File: config.mk
export PLATFORM = sky130hd
export DESIGN_NAME = disp_chan_mux
export DESIGN_NICKNAME = d
export VERILOG_FILES = /design/src/rtl/disp_chan_mux.sv
export SDC_FILE = /design/constraint.sdc
export NUM_CORES = 1
export LEC_CHECK = 0
export BUFFER_PORTS_ARGS = -buffer_cell sky130_fd_sc_hd__buf_2
export CORE_AREA = 4 4 189 191
export CTS_CLUSTER_DIAMETER = 120
export DETAILED_ROUTE_END_ITERATION = 12
export DIE_AREA = 0 0 193 195
export GPL_TIMING_DRIVEN = 0
export PLACE_DENSITY = 0.52
export SLEW_MARGIN = 20
export SYNTH_ARGS = -nofsm -noshare
export SYNTH_HDL_FRONTEND = slang
export SYNTH_SLANG_ARGS = --single-unit
File: constraint.sdc
create_clock -name clk -period 5.7 [get_ports clk]
set_input_delay 1.14 -clock clk [delete_from_list [all_inputs] [get_ports clk]]
set_output_delay 1.14 -clock clk [all_outputs]
set_load 0.005 [all_outputs]
File: src/rtl/disp_chan_mux.sv
// Display-source selector: picks one of NCH channels (channel 0 is CPU-written,
// the rest are live debug taps) in manual or auto-scan mode onto a registered bus.
module disp_chan_mux #(
    parameter int          NCH       = 8,
    parameter int          DW        = 32,
    parameter int          DIGITS    = 8,
    parameter int          SELW      = 3,
    parameter int          DWW       = 16,
    parameter logic [31:0] INIT_DATA = 32'hAA5555AA
) (
    input  logic                     clk,
    input  logic                     rst,
    input  logic                     wr_en,
    input  logic [DW-1:0]            cpu_data,
    input  logic [NCH*DW-1:0]        data_in,
    input  logic [NCH*DIGITS-1:0]    point_in,
    input  logic [NCH*DIGITS-1:0]    blink_in,
    input  logic [SELW-1:0]          sel,
    input  logic                     auto_en,
    input  logic [DWW-1:0]           dwell,
    input  logic                     freeze,
    output logic [DW-1:0]            disp_num,
    output logic [DIGITS-1:0]        point_out,
    output logic [DIGITS-1:0]        blink_out,
    output logic [SELW-1:0]          cur_ch,
    output logic                     ch_change
);

    logic [DW-1:0]     c0_data_q,  c0_data_d;
    logic [DIGITS-1:0] c0_point_q, c0_point_d;
    logic [DIGITS-1:0] c0_blink_q, c0_blink_d;
    logic [SELW-1:0]   cur_ch_q,   cur_ch_d;
    logic [DWW-1:0]    cnt_q,      cnt_d;
    logic              ch_change_q, ch_change_d;
    logic [DW-1:0]     disp_num_q, disp_num_d;
    logic [DIGITS-1:0] point_q,    point_d;
    logic [DIGITS-1:0] blink_q,    blink_d;

    logic [DW-1:0]     ch_data  [NCH];
    logic [DIGITS-1:0] ch_point [NCH];
    logic [DIGITS-1:0] ch_blink [NCH];

    logic [SELW-1:0]   next_ch;
    logic [DWW-1:0]    lim_m1;
    logic              sel_ok;
    logic [DW-1:0]     sel_data;
    logic [DIGITS-1:0] sel_point;
    logic [DIGITS-1:0] sel_blink;

    // Channel 0's data slice of data_in has no meaning; cpu_data feeds it instead.
    logic unused_slice0;
    assign unused_slice0 = ^data_in[DW-1:0];

    genvar gi;
    generate
        for (gi = 0; gi < NCH; gi++) begin : g_ch
            if (gi == 0) begin : g_cpu
                assign ch_data[gi]  = c0_data_q;
                assign ch_point[gi] = c0_point_q;
                assign ch_blink[gi] = c0_blink_q;
            end else begin : g_live
                assign ch_data[gi]  = data_in[gi*DW +: DW];
                assign ch_point[gi] = point_in[gi*DIGITS +: DIGITS];
                assign ch_blink[gi] = blink_in[gi*DIGITS +: DIGITS];
            end
        end
    endgenerate

    always_comb begin
        c0_data_d  = c0_data_q;
        c0_point_d = c0_point_q;
        c0_blink_d = c0_blink_q;
        if (wr_en) begin
            c0_data_d  = cpu_data;
            c0_point_d = point_in[DIGITS-1:0];
            c0_blink_d = blink_in[DIGITS-1:0];
        end
    end

    // A dwell of zero behaves as one; ">=" lets a shortened dwell take effect at once.
    always_comb begin
        lim_m1  = (dwell == '0) ? '0 : dwell - DWW'(1);
        sel_ok  = {1'b0, sel} < (SELW+1)'(NCH);
        next_ch = cur_ch_q;
        cnt_d   = cnt_q;
        if (!freeze) begin
            if (!auto_en) begin
                cnt_d = '0;
                if (sel_ok) next_ch = sel;
            end else if (cnt_q >= lim_m1) begin
                cnt_d   = '0;
                next_ch = (cur_ch_q == SELW'(NCH-1)) ? '0 : cur_ch_q + SELW'(1);
            end else begin
                cnt_d = cnt_q + DWW'(1);
            end
        end
    end

    always_comb begin
        sel_data  = ch_data[0];
        sel_point = ch_point[0];
        sel_blink = ch_blink[0];
        for (int i = 1; i < NCH; i++) begin
            if (next_ch == SELW'(i)) begin
                sel_data  = ch_data[i];
                sel_point = ch_point[i];
                sel_blink = ch_blink[i];
            end
        end
    end

    always_comb begin
        cur_ch_d    = cur_ch_q;
        disp_num_d  = disp_num_q;
        point_d     = point_q;
        blink_d     = blink_q;
        ch_change_d = (next_ch != cur_ch_q);
        if (!freeze) begin
            cur_ch_d   = next_ch;
            disp_num_d = sel_data;
            point_d    = sel_point;
            blink_d    = sel_blink;
        end
    end

    always_ff @(posedge clk or posedge rst) begin
        if (rst) begin
            c0_data_q   <= DW'(INIT_DATA);
            c0_point_q  <= '0;
            c0_blink_q  <= '1;
            cur_ch_q    <= '0;
            cnt_q       <= '0;
            ch_change_q <= 1'b0;
            disp_num_q  <= DW'(INIT_DATA);
            point_q     <= '0;
            blink_q     <= '1;
        end else begin
            c0_data_q   <= c0_data_d;
            c0_point_q  <= c0_point_d;
            c0_blink_q  <= c0_blink_d;
            cur_ch_q    <= cur_ch_d;
            cnt_q       <= cnt_d;
            ch_change_q <= ch_change_d;
            disp_num_q  <= disp_num_d;
            point_q     <= point_d;
            blink_q     <= blink_d;
        end
    end

    assign disp_num  = disp_num_q;
    assign point_out = point_q;
    assign blink_out = blink_q;
    assign cur_ch    = cur_ch_q;
    assign ch_change = ch_change_q;

endmodule

Yosys cells after proc, flatten, opt, wreduce, memory -nomap -nowiden --
Index checks and enable logic that the tools add are counted.
Word-level totals: bits of input ports 440, bits in registers 116, output and inout bits 52, logic and storage cells 51
Operators by class: $add $sub $neg 3, $lt $le $gt $ge 1, reductions and logical operators 1, muxes and demuxes 28, equality and inequality tests 9
Operators by type and width (count):
- two-way mux 32 bit | 7
- two-way mux 8 bit | 14
- two-way mux 16 bit | 3
- adder 16 x 1 -> 16 bit, second input constant | 1
- greater-or-equal comparator 16 bit | 1
- logical NOT 16 bit | 1
- subtractor 16 x 1 -> 16 bit, second input constant | 1
- == test 3 bit, second input constant | 5
- two-way mux 3 bit | 4
- == test 3 x 2 -> 1 bit, second input constant | 2
- adder 3 x 1 -> 3 bit, second input constant | 1
- == test 3 x 1 -> 1 bit, second input constant | 1
- inequality test 3 bit | 1

Longest topological paths before layout --
Gate-level depths: netlist (run 1).
word-level depth 14, gate-level depth with buffers 19, gate-level depth less buffers 16

Worst setup path before layout (run 1) --
Ideal clock, no wire load.
path kind input to register, start input port dwell[11], end register disp_num_q[10], in the netlist disp_num[10], arrival time 5283 ps, setup time 91 ps, cell stages on the path 17, slack 326 ps, path buffers 3, required time 5609 ps, cells stage by stage or4_1 -> nor4_1 -> nand4_1 -> clkbuf_1 -> nand2_1 -> ha_1 -> a21oi_1 -> o21ai_1 -> or4_1 -> o31a_1 -> a311oi_4 -> inv_2 -> buf_4 -> buf_2 -> mux2i_1 -> a21o_1 -> o31ai_1
Between the ends: longest elaborated chain between the ends 14, elaborated cells between the ends (all ways) 21, those cells by class add/sub (1); order compare (1); eq/ne (7); mux (11); reduce/logical (1)
RTL lines:
- start, declared | line 20 | input logic [DWW-1:0] dwell,
- subtractor 16 x 1 -> 16 bit or logical NOT 16 bit (tied branches) | line 82 | lim_m1 = (dwell == '0) ? '0 : dwell - DWW'(1);
- two-way mux 16 bit (*) | line 82
- greater-or-equal comparator 16 bit (*) | line 90 | end else if (cnt_q >= lim_m1) begin
- two-way mux 3 bit (*) | line 90
- two-way mux 3 bit (*) | line 87 | if (!auto_en) begin
- two-way mux 3 bit (*) | line 86 | if (!freeze) begin
- == test 3 x 1 -> 1 bit | line 104 | if (next_ch == SELW'(i)) begin
- two-way mux 32 bit (6 in a row) | line 104
- two-way mux 32 bit (*) | line 104
- end signal, assigned | line 134 | disp_num_q <= DW'(INIT_DATA);
- end signal, assigned | line 144 | disp_num_q <= disp_num_d;
- end, declared | line 35 | logic [DW-1:0] disp_num_q, disp_num_d;
Mark *: on every way between the ends. The rest lies on a longest branch, timed or not. A chain may end at the register's enable or synchronous reset.

Worst setup path after layout (run 1) --
start input port dwell[11], end register point_q[4], in the netlist point_out[4]
Between the ends: longest elaborated chain between the ends 14, elaborated cells between the ends (all ways) 21, those cells by class add/sub (1); order compare (1); eq/ne (7); mux (11); reduce/logical (1)
RTL lines:
- subtractor 16 x 1 -> 16 bit or logical NOT 16 bit (tied branches) | line 82
- two-way mux 16 bit (*) | line 82
- greater-or-equal comparator 16 bit (*) | line 90
- two-way mux 3 bit (*) | line 90
- two-way mux 3 bit (*) | line 87
- two-way mux 3 bit (*) | line 86
- == test 3 x 1 -> 1 bit | line 104
- two-way mux 8 bit (6 in a row) | line 104
- two-way mux 8 bit (*) | line 104
- end signal, assigned | line 145 | point_q <= point_d;
- end, declared | line 36 | logic [DIGITS-1:0] point_q, point_d;
Marked as above.

==> results.tsv, run 1 <==
metric	value	unit
first-pass GRT wire length	62.3	mm
Post-synth EDFFs	0	
GRT Total Usage	22.2	%
Worst Setup End Kind	register	
Psw	1.19	mW
DR DRC count	0	
endpoints failing setup	0	
register area	2960	µm²
clock sink total	116	
Yosys top cell area share	19.7	%
Setup Skew	11.8	ps
Synth Net Count	1416	
sequential fraction of the synthesis area	34.3	%
cell area after layout	12400	µm²
DR iter-0 viols	544	
DR vias	9727	
Syn Area/Cell	9.05	µm²
Comb pwr share	33.5	%
Data arrival, critical path	5850	ps
Power Dens Cells	276	nW/µm²
CTS root buf	clkbuf_16	
I/O Buffers	457	
layout cells sized above 1	45.3	%
Routability Congestion	0.901	
Nets	1900	
Worst-Skew Late Latency	440	ps
top area cells in the synthesized netlist	dfrtp_1 20%, dfstp_2 15%, o211ai_1 8.3%, mux2_2 6.3%, mux2i_1 5.6%	
CTS tree	built	
Die ar.	37600	µm²
Lkg Pwr	5.95	nW
routed len/inst	22.6	µm
post-synthesis sequential element count	116	
CORE AREA	34100	µm²
Clock power frac	35.4	%
peak supply drop	0.190	mV
worst hold stages	2	
Netlist cell types	58	
r2r endpoint	point_out[4]$_DFFE_PP0N_	
Vias/cell	5.08	
vias in the first global route	10200	
Synth area leader	dfrtp_1	
initial core utilization	25.3	%
Flop pwr share	31.0	%
hold buffer count at cts	0	
critical path class	primary input to register	
Worst R2R Path Depth	12	
dpl cell area	11500	µm²
number of fill cells	3592	
row count	68	
total power	3.41	mW
Worst Max-Slew Pin Slew	821	ps
max-cap violations	0	
Async SR Flop Fraction	100	%
predominant post-synthesis flop cell	dfrtp_1	
GRT Residual Overflow	0	
switch share	34.8	%
status	completed	
type of origin of the critical path	primary input	
Slew Limit Headroom	45.3	%
worst reg2reg setup slack	1850	ps
Hold WC Path Type	register to register	
final clock period utilization by the worst path	97.2	%
Layout area overhead	43.2	%
crit path time final	5540	ps
FF-to-FF Start	cnt_q[15]$_DFFE_PP0N_	
final wirelength	43.3	mm
Synth warnings	0	
antenna violations before repair	8	
final hold vios	0	
WHS Endpoint	blink_out[0]$_DFFE_PP1N_	
cts bufs inserted	17	
# IOs	492	
Die X	193	µm
H-tree levels	4	
Reg clk slew, reported paths	60	ps
maximum clock rate	0.180	GHz
Hold Startpoint	blink_out[0]$_DFFE_PP1N_	
area occupied by multi-input gates	5160	µm²
Die Ht	195	µm
DR pass1 iterations	5	
Synth Instances	955	
hpwl dp	34.4	mm
Cell Area, Synth	8640	µm²
Worst Path Required	6010	ps
Max FO, Critical Path	10	
Post-DRT Antenna Nets	0	
largest net degree at the start of global routing	65	
Pint	2.23	mW
clk buf depth	2	
Slew Limit Fails	0	
-- power groups by stage --
stage / registers [mW] / clock network [mW] / logic, mW
2_1_floorplan: 1.06 / 0 / 0.595
3_3_place_gp: 1.07 / 0 / 1.11
3_5_place_dp: 1.07 / 0 / 1.12
4_1_cts: 1.06 / 1.24 / 1.15
5_1_grt: 1.08 / 1.27 / 1.24
6_report: 1.06 / 1.21 / 1.14
-- cell families after synthesis --
| group | after synthesis | synth area share [%] |
|---|---|---|
| compound gates | 393 | 33.1 |
| xor+xnor | 19 | 1.93 |
| fa+ha+maj | 21 | 3.04 |
| buf+inv | 146 | 7.07 |
| flops | 116 | 34.3 |
| mux | 96 | 11.8 |
| simple gates | 164 | 8.82 |
-- Yosys cell counts (27+ instances only) --
cell type	n
o21ai_0	27
a21o_1	48
o211ai_1	96
a21oi_1	55
dfrtp_1	68
mux2i_1	48
inv_1	55
nand2_1	86
o22ai_1	47
o32a_1	48
clkbuf_1	63
dfstp_2	48
o31ai_1	49
mux2_2	48
-- worst max-delay path: stages --
cell,delay [ps]
buf_2,110
or4_1,600
nor4_2,280
nand4_1,180
clkbuf_1,260
nand2_1,120
ha_1,150
nand4_1,170
or3_4,440
or4_4,600
a31oi_4,270
o21a_1,160
buf_4,200
buf_4,280
clkbuf_2,270
o211ai_1,120
a21oi_1,360
o31ai_1,100
-- how the worst max path moves through the flow --
stage	endpoint	start
global route	blink_out[3]$_DFFE_PP1N_	dwell[11]
detailed placement	disp_num[0]$_DFFE_PP0N_	dwell[11]
CTS	blink_out[0]$_DFFE_PP1N_	dwell[11]
floorplan	disp_num[10]$_DFFE_PP1N_	dwell[11]
global placement	point_out[4]$_DFFE_PP0N_	dwell[11]
finish	point_out[4]$_DFFE_PP0N_	dwell[11]
-- layout make-up --
class	count	share of cell area (%)
diodes	6	0.121
plain buffers	87	3.41
clock buffers	18	3.55
clock inverters	14	1.63
inverters	57	1.79
multi-input cells	693	41.7
flip-flops and latches	116	23.9
well taps	455	4.60
repair buffers	467	19.2
-- sequential cells by signal, summed over array words and instances, names as in the netlist --
register / flops
blink_out: 8
c0_blink_q: 8
c0_data_q: 32
c0_point_q: 8
ch_change: 1
cnt_q: 16
cur_ch: 3
disp_num: 32
point_out: 8
-- per-stage QoR --
step	util (%)	setup WS (ps)	setup TNS [ps]	instances	hold slack, ps
6_report	36.3	159	0	1913	478
5_1_grt	36.3	-15.3	-57.2	1913	491
4_1_cts	36.1	9.25	0	1907	477
3_5_place_dp	33.8	-1480	-60660	1868	465
3_3_place_gp	33.7	-1420	-76940	1867	462
2_1_floorplan	-	326	0	955	460
-- placed cells by master (no fill, tap or decap), types with 4 or more instances in the layout --
cell type  instances
o31ai_1           49
dfstp_2           48
nand2b_1           4
buf_2            470
buf_4             17
o22ai_1           47
clkbuf_2          12
a21oi_1           54
nand2_1           86
mux2_2            48
bufinv_16          4
clkinv_4           4
dfrtp_1           68
buf_6              4
o32a_1            48
a21o_1            48
diode_2            6
o21ai_0           27
nor2_1            24
and3_1             9
nand4_1            5
nand3_1            7
xor2_1            16
ha_1              21
clkbuf_1          46
nor3_1             7
o211ai_1          96
clkbuf_16         17
inv_1             54
mux2i_1           47
-- routing by layer --
layer | track usage, % | share of wire [%]
met2 | 37.2 | 49
met4 | 6.32 | 2.0
met1 | 28.2 | 42
met5 | 0 | 0.055
met3 | 5.51 | 7.0
-- what timing repair did --
item / 4_1_cts / 5_1_grt
pin swaps: 4 / 1
cloned: 0 / 0
endpoints found under the setup margin: 48 / 48
setup buffers: 8 / 1
gates resized for setup: 29 / 13
Power figures use the tool's default switching activity.
==> inputs of run 2 (changes only) <==
CORE_AREA = 4 4 190 192   (was 4 4 189 191)
CTS_BUF_LIST = sky130_fd_sc_hd__clkbuf_4 sky130_fd_sc_hd__clkbuf_8   (was not set)
DIE_AREA = 0 0 194 196   (was 0 0 193 195)
GPL_TIMING_DRIVEN = not set   (was 0)
clock period = 5.5 ns   (was 5.7 ns; I/O delays follow)
==> results.tsv, run 2 (same netlist as run 1, synthesis figures left out) <==
metric	value	unit	change
status	completed		
setup bufs post-CTS	0		-8
Hold Slack	477	ps	-0.955 ps
final hold vios	0		unchanged
Layout area overhead	43.4	%	
Reg clk slew, reported paths	70	ps	about the same
endpoints failing setup	0		unchanged
initial core utilization	25.1	%	-0.19 points
H-tree levels	4		unchanged
vias in the first global route	10100		-0.50%
Lkg Pwr	6.03	nW	+1.3%
dpl cell area	12000	µm²	+3.8%
commonest non-fill, non-tap cell in the layout	buf_2		
DR pass1 iterations	5		unchanged
routed len/inst	20.6	µm	-8.9%
Clock power frac	27.5	%	-7.9 points
clk buf depth	2		unchanged
Hold WC Path Type	register to register		
total power	3.17	mW	-7.1%
Max FO, Critical Path	24		+14
Die ar.	38000	µm²	+1.0%
Power Dens Cells	256	nW/µm²	-7.2%
final clock period utilization by the worst path	93.6	%	
Post-DRT Antenna Nets	0		unchanged
Pint	2.06	mW	-7.3%
Worst Path Required	5870	ps	-140 ps
Routability Congestion	0.889		-1.4%
post-route setup slack	355	ps	+195 ps
CTS tree	built		
CORE AREA	34400	µm²	+0.75%
Data arrival, critical path	5510	ps	-340 ps
DR vias	9623		-1.1%
largest net degree at the start of global routing	75		+15%
maximum clock rate	0.194	GHz	
GRT Total Usage	19.9	%	-2.2 points
DR top layer	met5		
Worst Setup End Kind	register		
crit path time final	5150	ps	
Die X	194	µm	+0.52%
cts repair resizes	0		-100%
switch share	34.9	%	+0.16 points
DP Worst Slack	-117	ps	+1360 ps
CTS root buf	clkbuf_8		
first-pass GRT wire length	59.4	mm	-4.7%
Worst Max-Slew Pin Slew	745	ps	-76.0 ps
Slew Limit Headroom	50.3	%	+5.1 points
Worst-Skew Late Latency	470	ps	+30 ps
cell area after layout	12400	µm²	+0.15%
type of origin of the critical path	primary input		
# IOs	492		unchanged
hold buffer count at cts	0		unchanged
max-cap violations	0		unchanged
Die Ht	196	µm	+0.51%
met3 WL	2.63	mm	-14%
hpwl dp	30.6	mm	-11%
Psw	1.11	mW	-6.6%
row count	68		unchanged
met2 WL post-DR	18.8	mm	-11%
Slew Limit Fails	0		unchanged
cts bufs inserted	17		unchanged
critical path class	primary input to register		
antenna violations before repair	6		-2
GRT Residual Overflow	0		unchanged
Comb pwr share	38.0	%	+4.5 points
RSZ-0062 raised after global routing	false		
final wirelength	39.1	mm	-9.7%
Setup Skew	13.2	ps	+1.45 ps
Nets	1886		-0.74%
WL met1	16.8	mm	-7.8%
commonest cells after routing, fill and taps aside	458 x buf_2, 96 x o211ai_1, 86 x nand2_1		
layout cells sized above 1	47.8	%	+2.5 points
DR iter-0 viols	481		-12%
Flop pwr share	34.5	%	+3.5 points
peak supply drop	0.126	mV	-34%
I/O Buffers	459		+0.44%
Vias/cell	5.08		-0.13%
clock sink total	116		unchanged
DR DRC count	0		unchanged
run 2: power by group through the flow:
stage / Sequential (mW) / Clock [mW] / Combinational, mW
after global placement: 1.10 / 0 / 1.21
after detailed placement: 1.11 / 0 / 1.22
after floorplan: 1.10 / 0 / 0.616
after global routing: 1.11 / 0.941 / 1.32
final: 1.09 / 0.872 / 1.21
after CTS: 1.09 / 0.905 / 1.22
run 2: final cells by class:
type	count	area, µm²
repair buffers	540	3100
clock buffers	20	269
multi-input cells	693	5120
fillers	3658	22000
flip-flops and latches	116	2960
diodes	2	5.00
well taps	455	569
inverters	57	220
clock inverters	12	155
run 2: worst max-delay path, cell delays in order:
cell      delay [ps]
buf_2            110
or4_1            540
nor4_1           220
buf_4            170
inv_1             30
nor2_1           110
mux2i_1          280
ha_1             210
nand4_1          160
or3_4            430
nor4_2           530
nor3_2           120
a311oi_4         350
buf_12           160
clkinv_2         100
buf_12           190
mux2i_1          190
a21o_1           210
o31ai_1          270
run 2: stage by stage:
| stage | cells | util [%] | setup TNS (ps) |
|---|---|---|---|
| 6_report | 1895 | 36.1 | 0 |
| 3_3_place_gp | 1861 | 34.8 | -5010 |
| 5_1_grt | 1894 | 36.1 | 0 |
| 4_1_cts | 1893 | 36.0 | 0 |
| 2_1_floorplan | 955 | - | 0 |
| 3_5_place_dp | 1861 | 34.8 | -2820 |
run 2: layer usage:
metal / vias to the layer above / GRT usage (%)
li1: 4604 / -
met1: 4579 / 25.4
met2: 380 / 33.8
met3: 50 / 4.77
met4: 10 / 5.65
met5: - / 0
run 2: path summary, 6_finish.rpt:
path / depth (start not counted) / from / end / slack, ps
worst max-delay path: 19 / dwell[11] / disp_num[14]$_DFFE_PP1N_ / 350
worst min-delay path: 2 / point_out[7]$_DFFE_PP0N_ / point_out[7]$_DFFE_PP0N_ / 480
worst max register to register: 12 / cnt_q[15]$_DFFE_PP0N_ / disp_num[14]$_DFFE_PP1N_ / 1920
worst min register to register: 2 / point_out[7]$_DFFE_PP0N_ / point_out[7]$_DFFE_PP0N_ / 480
max in group asynchronous: 3 / rst / disp_num[6]$_DFFE_PP0N_ / 3570
min in group asynchronous: 2 / rst / point_out[5]$_DFFE_PP0N_ / 720
==> inputs of run 3 (changes only) <==
PLACE_DENSITY = not set   (was 0.52)
==> results.tsv, run 3 (same netlist as run 1, synthesis figures left out) <==
metric	value	unit	change
status	completed		
final core utilization	36.2	%	+0.11 points
setup TNS	0	ps	unchanged
worst hold stages	2		unchanged
peak supply drop	0.108	mV	-14%
critical path class	primary input to register		
CORE AREA	34400	µm²	unchanged
Worst-Skew Late Latency	440	ps	-30 ps
Worst Setup End Kind	register		
CTS root buf	clkbuf_8		
setup bufs post-CTS	0		unchanged
Routability Congestion	0.959		+7.9%
Data arrival, critical path	5620	ps	+110 ps
vias in the first global route	9977		-1.5%
cts repair resizes	0		unchanged
r2r endpoint	disp_num[30]$_DFFE_PP0N_		
DR DRC count	0		unchanged
max-cap violations	0		unchanged
switch share	34.4	%	-0.56 points
total power	3.23	mW	+1.9%
DR pass1 iterations	5		unchanged
largest net degree at the start of global routing	76		+1.3%
# IOs	492		unchanged
Worst R2R Path Depth	11		-1
Max FO, Critical Path	47		+96%
DR iter-0 viols	539		+12%
crit path time final	5270	ps	+122 ps
GRT Total Usage	19.4	%	-0.51 points
hold buffer count at cts	0		unchanged
DR vias	9677		+0.56%
Slew Limit Fails	0		unchanged
final wirelength	38.6	mm	-1.3%
WHS Endpoint	disp_num[16]$_DFFE_PP1N_		
clock sink total	116		unchanged
CTS tree	built		
Setup Skew	15.7	ps	+2.50 ps
Clock power frac	28.6	%	+1.1 points
antenna violations before repair	3		-3
first-pass GRT wire length	57.7	mm	-2.8%
hpwl dp	30.0	mm	-2.0%
RSZ-0062 raised after global routing	false		
Die Ht	196	µm	unchanged
layout cells sized above 1	47.7	%	-0.15 points
I/O Buffers	459		unchanged
worst reg2reg setup slack	1740	ps	-180 ps
H-tree levels	4		unchanged
maximum clock rate	0.190	GHz	-2.3%
Slew Limit Headroom	47.9	%	-2.5 points
row count	68		unchanged
Comb pwr share	37.5	%	-0.5 points
Nets	1882		-0.21%
Hold WC Path Type	register to register		
commonest non-fill, non-tap cell in the layout	buf_2		
Power Dens Cells	260	nW/µm²	+1.6%
Worst Max-Slew Pin Slew	782	ps	+37.0 ps
final clock period utilization by the worst path	95.8	%	+2.2 points
initial core utilization	25.1	%	unchanged
Lkg Pwr	6.04	nW	+0.12%
Flop pwr share	33.9	%	-0.6 points
final hold vios	0		unchanged
endpoints failing setup	0		unchanged
GRT Residual Overflow	0		unchanged
dpl cell area	12000	µm²	about the same
type of origin of the critical path	primary input		
routed len/inst	20.4	µm	-1.1%
clk buf depth	2		unchanged
Reg clk slew, reported paths	80	ps	about the same
FF-to-FF Start	cnt_q[12]$_DFFE_PP0N_		
Vias/cell	5.12		+0.77%
Post-DRT Antenna Nets	0		unchanged
Worst Path Required	5850	ps	-20 ps
Die X	194	µm	unchanged
cell area after layout	12400	µm²	+0.29%
Hold Startpoint	disp_num[16]$_DFFE_PP1N_		
cts bufs inserted	17		unchanged
Layout area overhead	43.9	%	
Die ar.	38000	µm²	unchanged
Pint	2.12	mW	+2.8%
commonest cells after routing, fill and taps aside	458 x buf_2, 96 x o211ai_1, 86 x nand2_1		
Psw	1.11	mW	+0.28%
-- run 3: cell count changes in the layout (fill, tap and decap cells not counted) --
cell | before | now
clkbuf_4 | 1 | 0
buf_4 | 67 | 60
clkinvlp_4 | 5 | 4
bufinv_16 | 3 | 4
buf_12 | 15 | 18
clkbuf_8 | 19 | 20
-- run 3: stage by stage --
step | instances | hold slack, ps | setup slack [ps]
2_1_floorplan | 955 | 460 | 166
3_3_place_gp | 1857 | 462 | -213
3_5_place_dp | 1857 | 463 | -177
4_1_cts | 1889 | 479 | 300
5_1_grt | 1889 | 494 | 48.0
6_report | 1891 | 480 | 233
-- run 3: power by group through the flow --
stage	Sequential [mW]	Clock, mW	Combinational (mW)
final	1.10	0.925	1.21
after detailed placement	1.11	0	1.22
after global routing	1.11	0.998	1.32
after CTS	1.10	0.962	1.22
after floorplan	1.10	0	0.616
after global placement	1.10	0	1.21
-- run 3: area by class of cell --
| cell class | count | area (µm²) |
|---|---|---|
| repair buffers | 536 | 3100 |
| well taps | 455 | 569 |
| clock inverters | 12 | 178 |
| fillers | 3621 | 21900 |
| multi-input cells | 693 | 5120 |
| clock buffers | 20 | 275 |
| inverters | 57 | 220 |
| flip-flops and latches | 116 | 2960 |
| diodes | 2 | 5.00 |
-- run 3: how the worst max path moves through the flow --
| stage | startpoint | to | slack, ps | cells past startpoint |
|---|---|---|---|---|
| after floorplan | dwell[11] | disp_num[10]$_DFFE_PP1N_ | 170 | 17 |
| after global placement | dwell[11] | disp_num[14]$_DFFE_PP1N_ | -210 | 20 |
| after detailed placement | dwell[11] | disp_num[14]$_DFFE_PP1N_ | -180 | 20 |
| after CTS | dwell[11] | disp_num[14]$_DFFE_PP1N_ | 300 | 20 |
| after global routing | dwell[11] | disp_num[29]$_DFFE_PP1N_ | 50 | 18 |
| final | dwell[11] | disp_num[30]$_DFFE_PP0N_ | 230 | 18 |
-- run 3: worst max-delay path, stage by stage --
cell       delay (ps)
buf_2             100
or4_1             550
nor4_1            210
buf_4             160
inv_1              30
nor2_1            110
mux2i_1           250
ha_1              190
nand4_1           160
or3_4             430
nor4_2            620
buf_4             240
a2111oi_4          50
o21a_4            260
buf_12            170
o211ai_1          550
a21oi_1           160
o31ai_1           210
-- run 3: metal layers --
layer / vias to the layer above / track usage [%] / part of all wire, %
li1: 4590 / - / -
met1: 4661 / 24.3 / 42
met2: 374 / 33.3 / 49
met3: 48 / 4.89 / 6.7
met4: 4 / 5.63 / 2.3
met5: - / 0 / 0.067
